===== config.mk =====
export PLATFORM = sky130hd
export DESIGN_NAME = complx_mult_pipe
export DESIGN_NICKNAME = d
export VERILOG_FILES = /design/src/rtl/cmult_pkg.sv /design/src/rtl/complx_round_sat.sv /design/src/rtl/complx_mult_pipe.sv
export SDC_FILE = /design/constraint.sdc
export NUM_CORES = 2
export LEC_CHECK = 0
export BUFFER_PORTS_ARGS = -buffer_cell sky130_fd_sc_hd__buf_4
export CORE_MARGIN = 2
export CORE_UTILIZATION = 60
export CTS_BUF_LIST = sky130_fd_sc_hd__clkbuf_8 sky130_fd_sc_hd__clkbuf_16
export CTS_CLUSTER_DIAMETER = 120
export CTS_CLUSTER_SIZE = 8
export DETAILED_ROUTE_END_ITERATION = 8
export GPL_TIMING_DRIVEN = 1
export PLACE_DENSITY = 0.84
export SYNTH_ARGS = -nofsm -noshare
export SYNTH_HDL_FRONTEND = slang
export SYNTH_HIERARCHICAL = 1
export SYNTH_SLANG_ARGS = --single-unit

===== constraint.sdc =====
create_clock -name clk -period 7 [get_ports clk]
set_input_delay 0.7 -clock clk [delete_from_list [all_inputs] [get_ports clk]]
set_output_delay 0.7 -clock clk [all_outputs]
set_load 0.03 [all_outputs]

===== src/rtl/cmult_pkg.sv =====
// cmult_pkg: width helpers, rounding constant and {real, imag} packing
// shared by complx_mult_pipe and complx_round_sat (components <= 32 bits).
package cmult_pkg;

  // ar+ai and br+bi_eff, including -(-2^(W-1))
  function automatic int pre_w(int w);
    return w + 1;
  endfunction

  // (W+1) x (W+1) signed product
  function automatic int prod_w(int w);
    return 2 * w + 2;
  endfunction

  // p3 - p1 - p2 with headroom
  function automatic int sum_w(int w);
    return 2 * w + 4;
  endfunction

  // half an output LSB, zero when no scaling
  function automatic longint rnd_const(int sh);
    return (sh > 0) ? (longint'(1) <<< (sh - 1))
                    : longint'(0);
  endfunction

  function automatic logic [63:0] cplx_pack(
    logic [31:0] re,
    logic [31:0] im,
    int          w
  );
    logic [63:0] mask;
    mask = (64'd1 << w) - 64'd1;
    return ((64'(re) & mask) << w)
         | (64'(im) & mask);
  endfunction

  function automatic logic [31:0] cplx_re(
    logic [63:0] v,
    int          w
  );
    return 32'(v >> w);
  endfunction

  function automatic logic [31:0] cplx_im(
    logic [63:0] v,
    int          w
  );
    return 32'(v);
  endfunction

endpackage


===== src/rtl/complx_round_sat.sv =====
// complx_round_sat: round-half-up, arithmetic shift and reduce one component.
// din (IN_W signed) -> dout (OUT_W signed); saturates if CMULT_SAT_EN, else wraps.
module complx_round_sat
  import cmult_pkg::*;
#(
  parameter int IN_W  = 36,
  parameter int OUT_W = 16,
  parameter int SHIFT = 15
) (
  input  logic signed [IN_W-1:0]  din,
  output logic signed [OUT_W-1:0] dout
);

  // one spare bit so the rounding add never overflows
  localparam int XW = (IN_W + 1 > OUT_W)
                    ? IN_W + 1 : OUT_W + 1;

  localparam logic signed [XW-1:0] RND =
    XW'(rnd_const(SHIFT));

  logic signed [XW-1:0] ext;
  logic signed [XW-1:0] rnd;
  logic signed [XW-1:0] shr;

  always_comb begin
    ext = XW'(din);
    rnd = ext + RND;
    shr = rnd >>> SHIFT;
  end

`ifdef CMULT_SAT_EN
  localparam logic [OUT_W-1:0] MAXV =
    {1'b0, {(OUT_W-1){1'b1}}};
  localparam logic [OUT_W-1:0] MINV =
    {1'b1, {(OUT_W-1){1'b0}}};

  // fits when all bits from the output sign up agree
  logic fits;

  always_comb begin
    fits = (&shr[XW-1:OUT_W-1])
         | (~|shr[XW-1:OUT_W-1]);
    if (fits)
      dout = shr[OUT_W-1:0];
    else if (shr[XW-1])
      dout = MINV;
    else
      dout = MAXV;
  end
`else
  logic unused_hi;
  assign unused_hi = ^shr[XW-1:OUT_W];

  always_comb begin
    dout = shr[OUT_W-1:0];
  end
`endif

endmodule


===== src/rtl/complx_mult_pipe.sv =====
// complx_mult_pipe: 3-stage a*b / a*conj(b) with 3-multiplier form, valid/ready.
// in: a,b {re,im}, conj_b; out {re,im}; macro CMULT_SAT_EN selects saturation.
module complx_mult_pipe
  import cmult_pkg::*;
#(
  parameter int WIDTH_R_I = 16,
  parameter int OUT_W     = 16,
  parameter int SHIFT     = 15
) (
  input  logic                     clk,
  input  logic                     rst_n,
  input  logic                     in_valid,
  output logic                     in_ready,
  input  logic [2*WIDTH_R_I-1:0]   a,
  input  logic [2*WIDTH_R_I-1:0]   b,
  input  logic                     conj_b,
  output logic                     out_valid,
  input  logic                     out_ready,
  output logic [2*OUT_W-1:0]       out
);

  localparam int W   = WIDTH_R_I;
  localparam int AW  = pre_w(W);
  localparam int PW  = prod_w(W);
  localparam int SW  = sum_w(W);
  localparam int OW2 = 2 * OUT_W;

  // whole pipe moves together; a drained output frees it
  logic adv;

  assign adv      = out_ready | ~out_valid;
  assign in_ready = adv;

  logic signed [W-1:0]  ar;
  logic signed [W-1:0]  ai;
  logic signed [W-1:0]  br;
  logic signed [W-1:0]  bi;
  logic signed [AW-1:0] bi_eff;
  logic signed [AW-1:0] sa;
  logic signed [AW-1:0] sb;

  always_comb begin
    ar = W'(cplx_re(64'(a), W));
    ai = W'(cplx_im(64'(a), W));
    br = W'(cplx_re(64'(b), W));
    bi = W'(cplx_im(64'(b), W));
    bi_eff = conj_b ? -AW'(bi) : AW'(bi);
    sa = AW'(ar) + AW'(ai);
    sb = AW'(br) + bi_eff;
  end

  logic                 s1_v;
  logic signed [W-1:0]  s1_ar;
  logic signed [W-1:0]  s1_ai;
  logic signed [W-1:0]  s1_br;
  logic signed [AW-1:0] s1_bi;
  logic signed [AW-1:0] s1_sa;
  logic signed [AW-1:0] s1_sb;

  always_ff @(posedge clk or negedge rst_n) begin
    if (!rst_n) begin
      s1_v  <= 1'b0;
      s1_ar <= '0;
      s1_ai <= '0;
      s1_br <= '0;
      s1_bi <= '0;
      s1_sa <= '0;
      s1_sb <= '0;
    end else if (adv) begin
      s1_v <= in_valid;
      if (in_valid) begin
        s1_ar <= ar;
        s1_ai <= ai;
        s1_br <= br;
        s1_bi <= bi_eff;
        s1_sa <= sa;
        s1_sb <= sb;
      end
    end
  end

  logic signed [PW-1:0] p1;
  logic signed [PW-1:0] p2;
  logic signed [PW-1:0] p3;

  always_comb begin
    p1 = PW'(s1_ar) * PW'(s1_br);
    p2 = PW'(s1_ai) * PW'(s1_bi);
    p3 = PW'(s1_sa) * PW'(s1_sb);
  end

  logic                 s2_v;
  logic signed [PW-1:0] s2_p1;
  logic signed [PW-1:0] s2_p2;
  logic signed [PW-1:0] s2_p3;

  always_ff @(posedge clk or negedge rst_n) begin
    if (!rst_n) begin
      s2_v  <= 1'b0;
      s2_p1 <= '0;
      s2_p2 <= '0;
      s2_p3 <= '0;
    end else if (adv) begin
      s2_v <= s1_v;
      if (s1_v) begin
        s2_p1 <= p1;
        s2_p2 <= p2;
        s2_p3 <= p3;
      end
    end
  end

  logic signed [SW-1:0]    re_full;
  logic signed [SW-1:0]    im_full;
  logic signed [OUT_W-1:0] re_rs;
  logic signed [OUT_W-1:0] im_rs;

  // imag = ar*bi + ai*br recovered from the shared products
  always_comb begin
    re_full = SW'(s2_p1) - SW'(s2_p2);
    im_full = SW'(s2_p3) - SW'(s2_p1)
            - SW'(s2_p2);
  end

  complx_round_sat #(
    .IN_W  (SW),
    .OUT_W (OUT_W),
    .SHIFT (SHIFT)
  ) u_rs_re (
    .din  (re_full),
    .dout (re_rs)
  );

  complx_round_sat #(
    .IN_W  (SW),
    .OUT_W (OUT_W),
    .SHIFT (SHIFT)
  ) u_rs_im (
    .din  (im_full),
    .dout (im_rs)
  );

  always_ff @(posedge clk or negedge rst_n) begin
    if (!rst_n) begin
      out_valid <= 1'b0;
      out       <= '0;
    end else if (adv) begin
      out_valid <= s2_v;
      if (s2_v) begin
        out <= OW2'(cplx_pack(32'(re_rs),
                              32'(im_rs),
                              OUT_W));
      end
    end
  end

endmodule


After elaboration in Yosys (flattened, before gate mapping) --
Index checks and enable logic that the tools add are counted. Widths: inputs -> output; s select.
Cells by class: add/subtract/negate cells 8, multiply operators 3, divide/modulo/power cells 0, $lt $le $gt $ge 0, eq/ne operators 0, shift operators 0, multiplexer cells 1, bitwise gates (word level) 3, reduce and logical (&&, ||, !) cells 3
Operators by type and width (number):
- $sub 31x31->31 | 3
- $add 31x16->31 const B | 2
- $or 32x16->32 | 1
- $mul 16x16->31 | 1
- $mul 16x17->31 | 1
- $mul 17x17->31 | 1
- $add 16x16->17 | 1
- $add 16x17->17 | 1
- $mux 17 | 1
- $neg 16->17 | 1
- $reduce_and 2->1 | 3
- $not 1->1 | 1
- $or 1x1->1 | 1
Storage, ports and cells: register bits 227, latch bits 0, RAM bits 0, ROM bits 0, logic and storage cells 31, memories 0

Logic depth before layout (Yosys ltp) --
word-level depth 4, mapped depth 25, gate-level depth less buffers 23

Modules after synthesis --
The synthesis kept the hierarchy.
By module, submodules not included:
- complx_mult_pipe | instances 1, cells an instance 4886, area an instance 45611.2 µm², sequential area each 5830.6 µm²
- complx_round_sat | instances 2, cells an instance 44, area an instance 377.9 µm², sequential area each 0.0 µm²

Worst setup path before layout --
OpenSTA, ideal clock, no wires.
path kind flip-flop to flip-flop, start reg s1_ar[15], end reg s2_p1[30], library setup time 0.124 ns, arrival 6.181 ns, required time 6.876 ns, setup slack 0.695 ns, cell stages (with the launch flop) 22, buffers on the path 1, cells stage by stage dfrtp_1 clkbuf_1 nand2_1 inv_1 fa_1 fa_1 inv_1 fa_1 fa_1 fa_1 fa_1 inv_1 ha_1 a21o_1 a21o_1 a21oi_1 nor2_1 a311o_1 a21o_1 a21o_1 a21o_1 a211o_1
On the way: longest elaborated chain between the ends 1
RTL lines:
- start: declaration | RTL line complx_mult_pipe.sv:53 | logic signed [W-1:0] s1_ar;
- start signal: assignment | RTL line complx_mult_pipe.sv:72 | s1_ar <= ar;
- $mul 16x16->31 | RTL line complx_mult_pipe.sv:87 | p1 = PW'(s1_ar) * PW'(s1_br);
- end signal: assignment | RTL line complx_mult_pipe.sv:106 | s2_p1 <= p1;
- end: declaration | RTL line complx_mult_pipe.sv:93 | logic signed [PW-1:0] s2_p1;
No other way between the ends. A chain may end at the register's enable or synchronous reset.

Worst setup path after layout --
start reg s1_ar[8], end reg s2_p1[30]
The elaborated chain is that of the path after synthesis.

==> flow_metrics.env <==
export IMPL_finalCritPeriodShare=0.943
export IMPL_synthToLayoutAreaGrowth_pct=6.31
export IMPL_crit_arrival_ns=7.02
export IMPL_drive_above_1_share=0.0734
export IMPL_setup_viol=0
export IMPL_core_um2=72800
export IMPL_slew_limit_headroom=0.248
export IMPL_reg2regPathDepth=20
export IMPL_crit_slowest_cell="dfrtp_1"
export IMPL_rows=99
export IMPL_finalCriticalPeriod_ns=6.60
export IMPL_die_w_um=275
export IMPL_drtIter0Drc=2717
export IMPL_start_kind="flip-flop"
export IMPL_wl_mm=113
export IMPL_fp_dieArea_um2=75700
export IMPL_vias=32500
export IMPL_ctsRootBufferMaster="clkbuf_16"
export IMPL_worst_setup_path_end_kind="flip-flop"
export IMPL_worstMarginPinSlew_ns=1.13
export IMPL_place_area_um2=46000
export IMPL_syn_inst=4693
export IMPL_critPathKind="flip-flop to flip-flop"
export IMPL_grt_overflow=0
export IMPL_postCtsResizedCells=0
export IMPL_start_util=0.606
export IMPL_nets=6027
export IMPL_reg2reg_to="s2_p1[30]"
export IMPL_drt_first_pass_iters=6
export IMPL_max_stage_delay_ns=0.78
export IMPL_stdcell_area_um2=46900
export IMPL_hp_class="input port to async pin"
export IMPL_grt_antenna_before_repair=3
export IMPL_die_height_um=275
export IMPL_cp_common_cell="fa_1"
export IMPL_ff2ff_setup_slack_ns=0.40
export IMPL_syn_area_per_cell_um2=9.40
export IMPL_ys_warnings_count=6
export IMPL_grt_pass1_wl_mm=182
export IMPL_fmax_mhz=151
export IMPL_ctsHoldBuffers=0
export IMPL_worst_path_max_fanout=17
export IMPL_synth_nets=5983
export IMPL_htreeDepth=2
export IMPL_drt_antenna_violating_nets=0
export IMPL_maxCapViolations=0
export IMPL_via_per_inst=5.70
export IMPL_netlist_area_um2=44100
export IMPL_io_pins=103
export IMPL_grt_max_degree=123
export IMPL_insertion_delay_ns=0.55
export IMPL_dpl_hpwl_mm=94.2
export IMPL_drc_errors=0
export IMPL_cts_sinks=227
export IMPL_wl_per_cell_um=19.8
export IMPL_path_cells="nand2_1, fa_1, inv_1, fa_1, fa_1, fa_1, fa_1, inv_1, fa_1, inv_1, ha_1, a21o_1, a21oi_1, nor3b_1, a31oi_1, a311o_1, a21o_1, a21o_1, a21o_1, a211o_1"
export IMPL_cts_setup_buffers=0
export IMPL_slew_violations=0
export IMPL_reg2reg_from="s1_ar[8]"
export IMPL_cts_buffers=35
export IMPL_n_fill_cell=5739
export IMPL_crit_family="adder cells"
export IMPL_rsz0062_at_grt="no"
export IMPL_first_global_vias=33800
export IMPL_clock_skew_ns=0.0223
export IMPL_critPathRequiredTime_ns=7.42
export IMPL_grt_total_usage=0.310
export IMPL_clkSlewWorstSetupHoldPaths_ns=0.05
export IMPL_port_buffers=102
export IMPL_final_hold_viol_count=0
export IMPL_gp_congestion=0.969
export IMPL_cts_tree="yes"
export IMPL_status="finished, final reports clean"
export IMPL_cp_buffers_inverters=3
export IMPL_cts_max_path_buffers=3
export IMPL_tns_ns=0
worst register-to-register path, cell delays in order (launching register included):
cell,delay (ns)
dfrtp_1,0.78
nand2_1,0.18
fa_1,0.57
inv_1,0.06
fa_1,0.56
fa_1,0.43
fa_1,0.42
fa_1,0.56
inv_1,0.06
fa_1,0.48
inv_1,0.04
ha_1,0.34
a21o_1,0.18
a21oi_1,0.17
nor3b_1,0.21
a31oi_1,0.19
a311o_1,0.43
a21o_1,0.20
a21o_1,0.19
a21o_1,0.17
a211o_1,0.28
cell type report:
| class | count | area [um^2] | area share |
|---|---|---|---|
| Antenna cell | 1 | 2.50 | 0.0000534 |
| Clock buffer | 35 | 876 | 0.0187 |
| Clock inverter | 4 | 30.0 | 0.000640 |
| Inverter | 999 | 3750 | 0.0800 |
| Multi-Input combinational cell | 3311 | 34100 | 0.727 |
| Sequential cell | 227 | 5680 | 0.121 |
| Tap cell | 959 | 1200 | 0.0256 |
| Timing Repair Buffer | 163 | 1240 | 0.0265 |
layout by cell type, fill, tap and decap left out, types with 7 or more instances in the layout:
cell / n
dfrtp_1: 227
nand2b_1: 36
nand2_1: 553
nand3_1: 48
or2_2: 7
nand4_1: 10
o21bai_1: 20
ha_1: 373
fa_1: 847
xor2_1: 78
or3_1: 8
a211oi_1: 23
a21oi_1: 101
o211ai_1: 13
nor2_1: 126
nor2b_1: 14
and3_1: 13
o21ai_0: 172
mux2_2: 100
and2_1: 407
nor3_1: 36
nor3b_1: 7
buf_4: 161
a31oi_1: 16
inv_1: 1000
o21a_1: 25
a21o_1: 58
o22ai_1: 9
xnor2_1: 78
o31ai_1: 21
clkbuf_16: 35
routing by layer:
metal | part of all wire | wire length, um | vias up | GRT usage
met4 | 0.054 | 6140 | 6 | 0.142
met2 | 0.46 | 51600 | 1469 | 0.482
li1 | - | - | 14400 | -
met5 | 0.00036 | 41 | - | 0
met1 | 0.40 | 45300 | 16300 | 0.425
met3 | 0.088 | 9900 | 306 | 0.0590
how the worst max path moves through the flow:
stage,start,to,slack (ns),cells past startpoint
final,s1_ar[8],s2_p1[30],0.40,20
after CTS,s1_ai[2],s2_p2[28],0.36,19
after global routing,s1_ar[8],s2_p1[30],0.09,20
after global placement,s1_bi[16],s2_p2[28],0.56,19
after floorplan,s1_ar[15],s2_p1[30],0.70,21
after detailed placement,s1_br[4],s2_p1[30],0.42,20
sequential cells by signal (all words and copies together), names as in the netlist:
register,cells
out,32
out_valid,1
s1_ai,16
s1_ar,16
s1_bi,17
s1_br,16
s1_sa,17
s1_sb,17
s1_v,1
s2_p1,31
s2_p2,31
s2_p3,31
s2_v,1
per-stage QoR:
step,utilization,std cells,setup slack (ns),hold WS (ns)
final,0.644,5699,0.396,0.194
after global routing,0.644,5698,0.0855,0.270
after CTS,0.644,5698,0.364,0.250
after detailed placement,0.631,5659,0.422,0.465
after global placement,0.631,5659,0.556,0.452
after floorplan,-,4693,0.695,0.404
Power is left out: the tool's default activity adds up to more than one toggle a clock period on the data nets, which glitch-free logic cannot reach.
